`config.mk`:
```
export PLATFORM = sky130hd
export DESIGN_NAME = sw_debounce
export DESIGN_NICKNAME = d
export VERILOG_FILES = /design/src/rtl/sw_pkg.sv /design/src/rtl/debounce_bit.sv /design/src/rtl/sw_debounce.sv
export SDC_FILE = /design/constraint.sdc
export NUM_CORES = 1
export LEC_CHECK = 0
export CORE_ASPECT_RATIO = 0.8
export CORE_MARGIN = 2
export CORE_UTILIZATION = 35
export DETAILED_ROUTE_END_ITERATION = 16
export PLACE_DENSITY = 0.53
export RECOVER_POWER = 50
export SLEW_MARGIN = 25
export SYNTH_ARGS = -nofsm -noshare
export SYNTH_HDL_FRONTEND = slang
export SYNTH_SLANG_ARGS = --single-unit
export TNS_END_PERCENT = 10
```
`constraint.sdc`:
```
create_clock -name clk_i -period 2.3 [get_ports clk_i]
set_input_delay 0.46 -clock clk_i [delete_from_list [all_inputs] [get_ports clk_i]]
set_output_delay 0.46 -clock clk_i [all_outputs]
set_load 0.01 [all_outputs]
```
`src/rtl/sw_pkg.sv`:
```
// Shared constants for the switch input conditioner.
// Holds the channel count, the enable-switch index and the two debounce lengths
// (short one for simulation, long one for the board clock), plus a helper that
// sizes the per-channel debounce counter.
package sw_pkg;

    localparam int unsigned SW_WIDTH         = 9;
    localparam int unsigned SW_EN_BIT        = 8;
    localparam int unsigned SIM_DEB_CYCLES   = 4;
    localparam int unsigned BOARD_DEB_CYCLES = 1000000;

    // Counter must hold DEB_CYCLES-1; never let the width collapse to zero.
    function automatic int unsigned cnt_width(int unsigned deb_cycles);
        int unsigned w;
        w = $clog2(deb_cycles);
        return (w < 1) ? 1 : w;
    endfunction

endpackage

```
`src/rtl/debounce_bit.sv`:
```
// Single-channel switch conditioner: two-flop synchroniser, a decision register,
// a saturating debounce counter and registered rise/fall pulses.
//
// Ports:
//   clk_i     system clock
//   rst_n_i   asynchronous active-low reset
//   raw_i     raw asynchronous switch level
//   stable_o  debounced level
//   rise_o    one-cycle pulse on an accepted 0->1 transition
//   fall_o    one-cycle pulse on an accepted 1->0 transition
module debounce_bit
    import sw_pkg::*;
#(
    parameter int unsigned DEB_CYCLES = SIM_DEB_CYCLES,
    parameter logic        RST_VAL    = 1'b0
) (
    input  logic clk_i,
    input  logic rst_n_i,
    input  logic raw_i,
    output logic stable_o,
    output logic rise_o,
    output logic fall_o
);

    localparam int unsigned   CW      = cnt_width(DEB_CYCLES);
    localparam logic [CW-1:0] CNT_MAX = CW'(DEB_CYCLES - 1);

    logic          meta_q;
    logic          sync_q;
    logic          smp_q;
    logic          stable_q, stable_d;
    logic          rise_q, rise_d;
    logic          fall_q, fall_d;
    logic [CW-1:0] cnt_q, cnt_d;

    // meta_q/sync_q form the synchroniser; smp_q is the registered copy of the
    // synchronised level that the debounce decision compares against, which puts
    // acceptance at edge 2+DEB_CYCLES for a level stable before edge 0.
    always_ff @(posedge clk_i or negedge rst_n_i) begin
        if (!rst_n_i) begin
            meta_q   <= RST_VAL;
            sync_q   <= RST_VAL;
            smp_q    <= RST_VAL;
            stable_q <= RST_VAL;
            rise_q   <= 1'b0;
            fall_q   <= 1'b0;
            cnt_q    <= '0;
        end else begin
            meta_q   <= raw_i;
            sync_q   <= meta_q;
            smp_q    <= sync_q;
            stable_q <= stable_d;
            rise_q   <= rise_d;
            fall_q   <= fall_d;
            cnt_q    <= cnt_d;
        end
    end

    always_comb begin
        cnt_d    = cnt_q;
        stable_d = stable_q;
        rise_d   = 1'b0;
        fall_d   = 1'b0;
        if (smp_q == stable_q) begin
            // Any return to the accepted level discards the partial count.
            cnt_d = '0;
        end else if (cnt_q == CNT_MAX) begin
            stable_d = smp_q;
            cnt_d    = '0;
            rise_d   = smp_q;
            fall_d   = ~smp_q;
        end else begin
            cnt_d = cnt_q + 1'b1;
        end
    end

    assign stable_o = stable_q;
    assign rise_o   = rise_q;
    assign fall_o   = fall_q;

endmodule

```
`src/rtl/sw_debounce.sv`:
```
// Input conditioner for the slide switches and the enable switch. Each channel
// is synchronised and debounced independently; the stable vector feeds the
// priority encoder data/enable inputs.
//
// Ports:
//   clk_i     system clock
//   rst_n_i   asynchronous active-low reset
//   sw_raw_i  raw switch levels [WIDTH]
//   sw_o      debounced switch levels [WIDTH]
//   rise_o    per-bit accepted 0->1 pulse [WIDTH]
//   fall_o    per-bit accepted 1->0 pulse [WIDTH]
//   chg_o     any rise/fall pulse this cycle
module sw_debounce
    import sw_pkg::*;
#(
    parameter int unsigned      WIDTH      = SW_WIDTH,
    parameter int unsigned      DEB_CYCLES = BOARD_DEB_CYCLES,
    parameter logic [WIDTH-1:0] RST_VAL    = '0
) (
    input  logic             clk_i,
    input  logic             rst_n_i,
    input  logic [WIDTH-1:0] sw_raw_i,
    output logic [WIDTH-1:0] sw_o,
    output logic [WIDTH-1:0] rise_o,
    output logic [WIDTH-1:0] fall_o,
    output logic             chg_o
);

    for (genvar i = 0; i < WIDTH; i++) begin : g_bit
        debounce_bit #(
            .DEB_CYCLES (DEB_CYCLES),
            .RST_VAL    (RST_VAL[i])
        ) u_debounce_bit (
            .clk_i    (clk_i),
            .rst_n_i  (rst_n_i),
            .raw_i    (sw_raw_i[i]),
            .stable_o (sw_o[i]),
            .rise_o   (rise_o[i]),
            .fall_o   (fall_o[i])
        );
    end

    // OR of registered pulses only; no path from sw_raw_i.
    assign chg_o = |{rise_o, fall_o};

endmodule
```
==> impl_metrics.tcl, run 1 <==
set metrics [dict create \
    clockPowerShare_pct 50.3 \
    ys_types 44 \
    place_inst 1508 \
    leakagePower_nw 5.115 \
    vdd_drop_max_mv 0.5043 \
    holdWs_ps 342.8 \
    fin_tns_setup_ps -211.2 \
    die_h_um 161.9 \
    cp.required_ps 1840 \
    cp_slowest_stage_delay_ps 590 \
    ios 39 \
    grt_use_total_pct 14.15 \
    n_fill_cell 2984 \
    fmax_mhz 398.2 \
    gp_congestion 0.7890 \
    worst_r2r_path_depth 4 \
    syn_avg_cell_area_um2 10.24 \
    violations "capacitance limit, slew limit, setup timing" \
    antenna_found_initial 2 \
    intPower_mw 7.167 \
    fin_crit_sh_pct 109.2 \
    drt_wl_total_um 22340 \
    status "finished with violations" \
    ys_ff_latch 234 \
    clkSinkCount 234 \
    ys.flop_type "dfrtp_1" \
    fin_area_um2 12820 \
    vias 7777 \
    critPathArrivalTime_ps 2050 \
    top_usage_layer "met1" \
    regArea_um2 5856 \
    numCtsBuffers 26 \
    grt-ovfl-total 0 \
    grt_pass1_vias 7392 \
    coreArea_um2 30520 \
    finalNetCount 1144 \
    swShare_pct 20.96 \
    synth_seq_area_share_pct 53.68 \
    rsz0062_at_grt "true" \
    grtUsageMet2_pct 19.51 \
    layout.cells.non_filler 1555 \
    grt_max_degree 63 \
    final.min_clock_period_ps 2511 \
    grt_pass1_wl_um 38280 \
    slew_viol_final 63 \
    worstPathMaxFanout 2 \
    syn_area_um2 10910 \
    multiInputGateArea_um2 4688 \
    cp_cell_sequence "or4_4, or4_1, buf_2" \
    syn_to_final_growth_pct 17.49 \
    num_rows 57 \
    grt_util_met1_pct 21.97 \
    yosysWarnings 0 \
    syn-num-nets 1085 \
    synth_cells 1065 \
    cts_root_buf "clkbuf_16" \
    critical_path_class "reg2out" \
    cp-start-kind "register" \
    end_kind "primary output" \
    switchingPower_mw 1.901 \
    start_util_pct 35.74 \
    synth_edf_count 0 \
    hold_path_depth 0 \
    cp_slowest_cell "or4_4" \
    clk_path_buf_depth 3 \
    tightest_slew_ps 1589 \
    path_clk_slew_ps 60 \
    dr.pass1.iters 5 \
    via_per_inst 5.001 \
    htreeDepth 1 \
    dpl.hpwl_um 15410 \
    dpl-instance-area_um2 11880 \
    drc 0 \
    setup_violations 1 \
    die_w_um 201.4 \
    seqPwrFrac_pct 46.8 \
    drt-wirelength-per-cell_um 14.36 \
    numPortBuffers 38 \
    drtIter0Drc 496 \
    use_met3_pct 3.351 \
    hp-class "reg2reg" \
    die_area_um2 32600 \
    final_antenna_net_count 0 \
    clock_latency_ps 530 \
    drive_gt1_share_pct 9.632 \
    drv_cap 1 \
    power_mw 9.068 \
    n_antenna_cell 0 \
    power_density_nw_per_um2 707.6 \
    hold_viol 0 \
    cts_tree "yes" \
    finClkSkew_ps 10.80 \
    fin_ws_ps -211.2 \
    async_flop_share_pct 100.0 \
    combPwrFrac_pct 2.9 \
    slew_headroom_pct -5.929 \
]
[layer usage]
layer	wire length, µm	up-vias
li1	-	3910
met1	12080	3740
met2	8858	96
met3	954	31
met4	443	0
met5	0	-
[cell usage in the layout (no fill, tap or decap), types with 29 or more instances in the layout]
cell,count
nand4_1,47
buf_4,38
xnor2_1,61
or4_1,29
nand2_1,54
a21oi_1,57
nor2_1,125
or3_1,37
nand3_1,67
xor2_1,53
dfrtp_1,234
[final cells by class]
class / count / area share [%]
clock buffer: 34 / 5.711
sequential: 234 / 45.69
clock inverter: 12 / 1.660
tap: 413 / 4.032
timing repair buffer: 83 / 5.594
multi-input combinational: 754 / 36.58
inverter: 25 / 0.7322
[power groups by stage]
| stage | combinational, mW | sequential, mW | clock (mW) |
|---|---|---|---|
| 2_1_floorplan | 0.106 | 4.30 | 0 |
| 3_3_place_gp | 0.285 | 4.32 | 0 |
| 3_5_place_dp | 0.285 | 4.32 | 0 |
| 4_1_cts | 0.288 | 4.24 | 4.72 |
| 5_1_grt | 0.306 | 4.25 | 4.88 |
| 6_report | 0.261 | 4.24 | 4.56 |
[critical path: cells and delay by family, from the launching register on]
family	cells	cell delay (ps)
DFF	1	380
and+or+nand+nor	2	1000
buffers and inverters	1	150
[synth_stat cells, types with 10 or more instances]
| cell | instances | area share, % |
|---|---|---|
| nand4_1 | 47 | 2.7 |
| o31ai_1 | 19 | 1.3 |
| o21ai_1 | 26 | 1.2 |
| buf_4 | 28 | 1.9 |
| or4_1 | 33 | 2.3 |
| nor3b_1 | 18 | 1.2 |
| nand2_1 | 54 | 1.9 |
| xor2_1 | 53 | 4.3 |
| o21ai_0 | 10 | 0.46 |
| a21oi_1 | 57 | 2.6 |
| nor4_1 | 26 | 1.5 |
| nor2_1 | 125 | 4.3 |
| inv_1 | 25 | 0.86 |
| nand3_1 | 67 | 3.1 |
| and3_1 | 21 | 1.2 |
| dfrtp_1 | 234 | 54 |
| clkbuf_1 | 23 | 0.79 |
| nor3_1 | 23 | 1.1 |
| or3_1 | 37 | 2.1 |
| xnor2_1 | 61 | 4.9 |
[path summary, 6_finish.rpt]
check | startpoint | end | slack [ps]
setup / recovery | g_bit[4].u_debounce_bit.rise_o$_DFF_PN0_ | chg_o | -210
hold / removal | g_bit[3].u_debounce_bit.sync_q$_DFF_PN0_ | g_bit[3].u_debounce_bit.smp_q$_DFF_PN0_ | 340
setup reg to reg | g_bit[2].u_debounce_bit.cnt_q[15]$_DFF_PN0_ | g_bit[2].u_debounce_bit.stable_o$_DFFE_PN0P_ | 20
hold reg to reg | g_bit[3].u_debounce_bit.sync_q$_DFF_PN0_ | g_bit[3].u_debounce_bit.smp_q$_DFF_PN0_ | 340
max in group asynchronous | rst_n_i | g_bit[8].u_debounce_bit.cnt_q[13]$_DFF_PN0_ | 240
min in group asynchronous | rst_n_i | g_bit[6].u_debounce_bit.cnt_q[4]$_DFF_PN0_ | 840
[stage by stage]
step,setup slack (ps),util [%]
global route,-266.7,41.99
detailed placement,-160.9,38.91
finish,-211.2,41.99
CTS,-233.6,42.05
global placement,-162.3,38.91
floorplan,121.3,-
[cells by family after synthesis]
family	share of synthesized area [%]
AND/OR/NAND/NOR	24.83
flip-flops	53.68
multiplexers	0.9634
buffers and inverters	3.613
XOR/XNOR	9.153
AO/OA/AOI/OAI	6.722
adder cells (fa/ha/maj)	1.032
[timing repair]
action	CTS	global route
buffers inserted	0	0
resized for setup	6	5
endpoints found under the hold margin	56	0
pin swaps	2	0
cloned	0	0
endpoints found under the setup margin	2	6
hold buffers	1	0
[registers in the layout (all words and copies together) (netlist names)]
register and count:
g_bit.u_debounce_bit.stable_o 9, g_bit.u_debounce_bit.meta_q 9, g_bit.u_debounce_bit.smp_q 9, g_bit.u_debounce_bit.rise_o 9, g_bit.u_debounce_bit.cnt_q 180, g_bit.u_debounce_bit.sync_q 9
g_bit.u_debounce_bit.fall_o 9
No activity file was read; power rests on OpenSTA's default activity.
==> inputs of run 2 (changes only) <==
--- a/config.mk
+++ b/config.mk
@@ -7,9 +7,10 @@
 export LEC_CHECK = 0
 export CORE_ASPECT_RATIO = 0.8
 export CORE_MARGIN = 2
-export CORE_UTILIZATION = 35
+export CORE_UTILIZATION = 55
 export DETAILED_ROUTE_END_ITERATION = 16
-export PLACE_DENSITY = 0.53
+export GPL_ROUTABILITY_DRIVEN = 1
+export PLACE_DENSITY = 0.77
 export RECOVER_POWER = 50
 export SLEW_MARGIN = 25
 export SYNTH_ARGS = -nofsm -noshare
==> run 2 against run 1 <==
Compared with the run above: the flow finishes with violations (setup timing); die area decreased by 36%; final area fell by 2.2%; first-iteration DRC count is 10% lower; clock power decreased by 4%; clock skew rose by 7.2 ps; core utilization is 22 points higher; register-to-register slack hardly changed; clock-buffer cell count fell by 4.
==> impl_metrics.tcl, run 2 (synthesis results as in run 1) <==
set metrics [dict create \
    vdd_drop_max_mv 0.5777 \
    drc 0 \
    power_mw 8.883 \
    via_per_inst 5.737 \
    vias 8020 \
    drv_cap 0 \
    path_clk_slew_ps 60 \
    n_antenna_cell 0 \
    hold_viol 0 \
    tightest_slew_ps 1022 \
    intPower_mw 7.035 \
    rr_startpoint "g_bit[2].u_debounce_bit.cnt_q[8]$_DFF_PN0_" \
    die_area_um2 20980 \
    worst_r2r_path_depth 5 \
    dr.pass1.iters 4 \
    grt_pass1_wl_um 36070 \
    drtIter0Drc 444 \
    final.min_clock_period_ps 2489 \
    gp_congestion 0.8312 \
    swShare_pct 20.81 \
    die_h_um 130.0 \
    worstSetupStartpoint "g_bit[1].u_debounce_bit.rise_o$_DFF_PN0_" \
    seqPwrFrac_pct 47.8 \
    die_w_um 161.5 \
    htreeDepth 1 \
    fmax_mhz 401.8 \
    end_kind "primary output" \
    cp.required_ps 1840 \
    fin_tns_setup_ps -189.0 \
    switchingPower_mw 1.848 \
    endpoint "chg_o" \
    slew_viol_final 0 \
    setup_violations 1 \
    rsz0062_at_grt "true" \
    finClkSkew_ps 18.00 \
    clkSinkCount 234 \
    grt_use_total_pct 20.76 \
    combPwrFrac_pct 2.7 \
    violations "setup timing" \
    critical_path_class "reg2out" \
    num_rows 46 \
    r2r_end "g_bit[2].u_debounce_bit.fall_o$_DFF_PN0_" \
    finalNetCount 1136 \
    clk_path_buf_depth 3 \
    final_common_cell "dfrtp_1" \
    grt_pass1_vias 7524 \
    grt-ovfl-total 0 \
    clockPowerShare_pct 49.5 \
    drive_gt1_share_pct 9.083 \
    drt-wirelength-per-cell_um 15.39 \
    coreArea_um2 19630 \
    largest_register_ffs 180 \
    drt_wl_total_um 21510 \
    dpl.hpwl_um 14470 \
    status "finished with violations" \
    cts_root_buf "clkbuf_16" \
    regMostFlops "g_bit.u_debounce_bit.cnt_q" \
    r2r_slack_ps 30 \
    power_density_nw_per_um2 708.6 \
    clock_latency_ps 520 \
    layout_common_cells "dfrtp_1 (234), nor2_1 (125), nand3_1 (67)" \
    start_util_pct 55.58 \
    hp-class "reg2reg" \
    numPortBuffers 38 \
    final_antenna_net_count 0 \
    fin_ws_ps -189.0 \
    ios 39 \
    fin_crit_sh_pct 108.2 \
    cp-start-kind "register" \
    antenna_found_initial 1 \
    grt_max_degree 79 \
    leakagePower_nw 5.073 \
    worstPathMaxFanout 2 \
    syn_to_final_growth_pct 14.92 \
    numCtsBuffers 24 \
    slew_headroom_pct 31.86 \
    critPathArrivalTime_ps 2030 \
    cts_tree "yes" \
]
[run 2: changes by cell type in the layout (fill, tap and decap cells not counted), sizes merged]
cell | previous run | this run
clkinv | 5 | 8
buf | 43 | 36
clkbuf | 37 | 34
clkinvlp | 1 | 0
[run 2: layout make-up]
class	count	area (µm²)
tap	264	330.3
clock buffer	30	684.4
clock inverter	14	224.0
inverter	25	93.84
fill	1542	7091
sequential	234	5856
multi-input combinational	754	4683
timing repair buffer	77	664.4
[run 2: timing repair]
item                                    CTS  global route
endpoints found under the hold margin    73             0
buffers inserted                          1             1
endpoints found under the setup margin    2             3
pin swaps                                 1             2
hold buffers                              1             0
gates resized for setup                  10             0
[run 2: worst min-delay path by stage]
stage / start / to / depth (start not counted)
after floorplan: rst_n_i / g_bit[0].u_debounce_bit.cnt_q[0]$_DFF_PN0_ / 0
after global placement: g_bit[2].u_debounce_bit.sync_q$_DFF_PN0_ / g_bit[2].u_debounce_bit.smp_q$_DFF_PN0_ / 0
after detailed placement: g_bit[4].u_debounce_bit.sync_q$_DFF_PN0_ / g_bit[4].u_debounce_bit.smp_q$_DFF_PN0_ / 0
after CTS: g_bit[1].u_debounce_bit.sync_q$_DFF_PN0_ / g_bit[1].u_debounce_bit.smp_q$_DFF_PN0_ / 0
after global routing: g_bit[0].u_debounce_bit.meta_q$_DFF_PN0_ / g_bit[0].u_debounce_bit.sync_q$_DFF_PN0_ / 0
final: g_bit[1].u_debounce_bit.sync_q$_DFF_PN0_ / g_bit[1].u_debounce_bit.smp_q$_DFF_PN0_ / 0
[run 2: power groups by stage]
stage	Clock, mW	Sequential (mW)	Combinational (mW)
floorplan	0	4.30	0.106
global placement	0	4.31	0.264
CTS	4.47	4.24	0.269
detailed placement	0	4.32	0.264
global route	4.66	4.25	0.282
finish	4.40	4.24	0.242
[run 2: per-layer routing]
| layer | wire length [µm] | global-route usage (%) |
|---|---|---|
| met5 | 11 | 0 |
| met4 | 557 | 6.408 |
| met3 | 875 | 3.051 |
| met2 | 9749 | 32.48 |
| met1 | 10320 | 30.43 |
[run 2: critical path, cell delays in order (launching register included)]
cell	delay [ps]
dfrtp_1	370
or4_4	560
or4_4	450
buf_6	140
[run 2: per-stage QoR]
stage | cell area, µm² | util (%) | hold slack [ps] | worst slack, ps | cells
2_1_floorplan | 10910 | - | 164.4 | 121.3 | 1065
3_3_place_gp | 11640 | 59.33 | 331.2 | -124.1 | 1351
3_5_place_dp | 11640 | 59.33 | 334.7 | -138.7 | 1351
4_1_cts | 12600 | 64.18 | 346.9 | -207.6 | 1397
5_1_grt | 12540 | 63.87 | 351.6 | -223.6 | 1398
6_report | 12540 | 63.87 | 343.7 | -189.0 | 1398
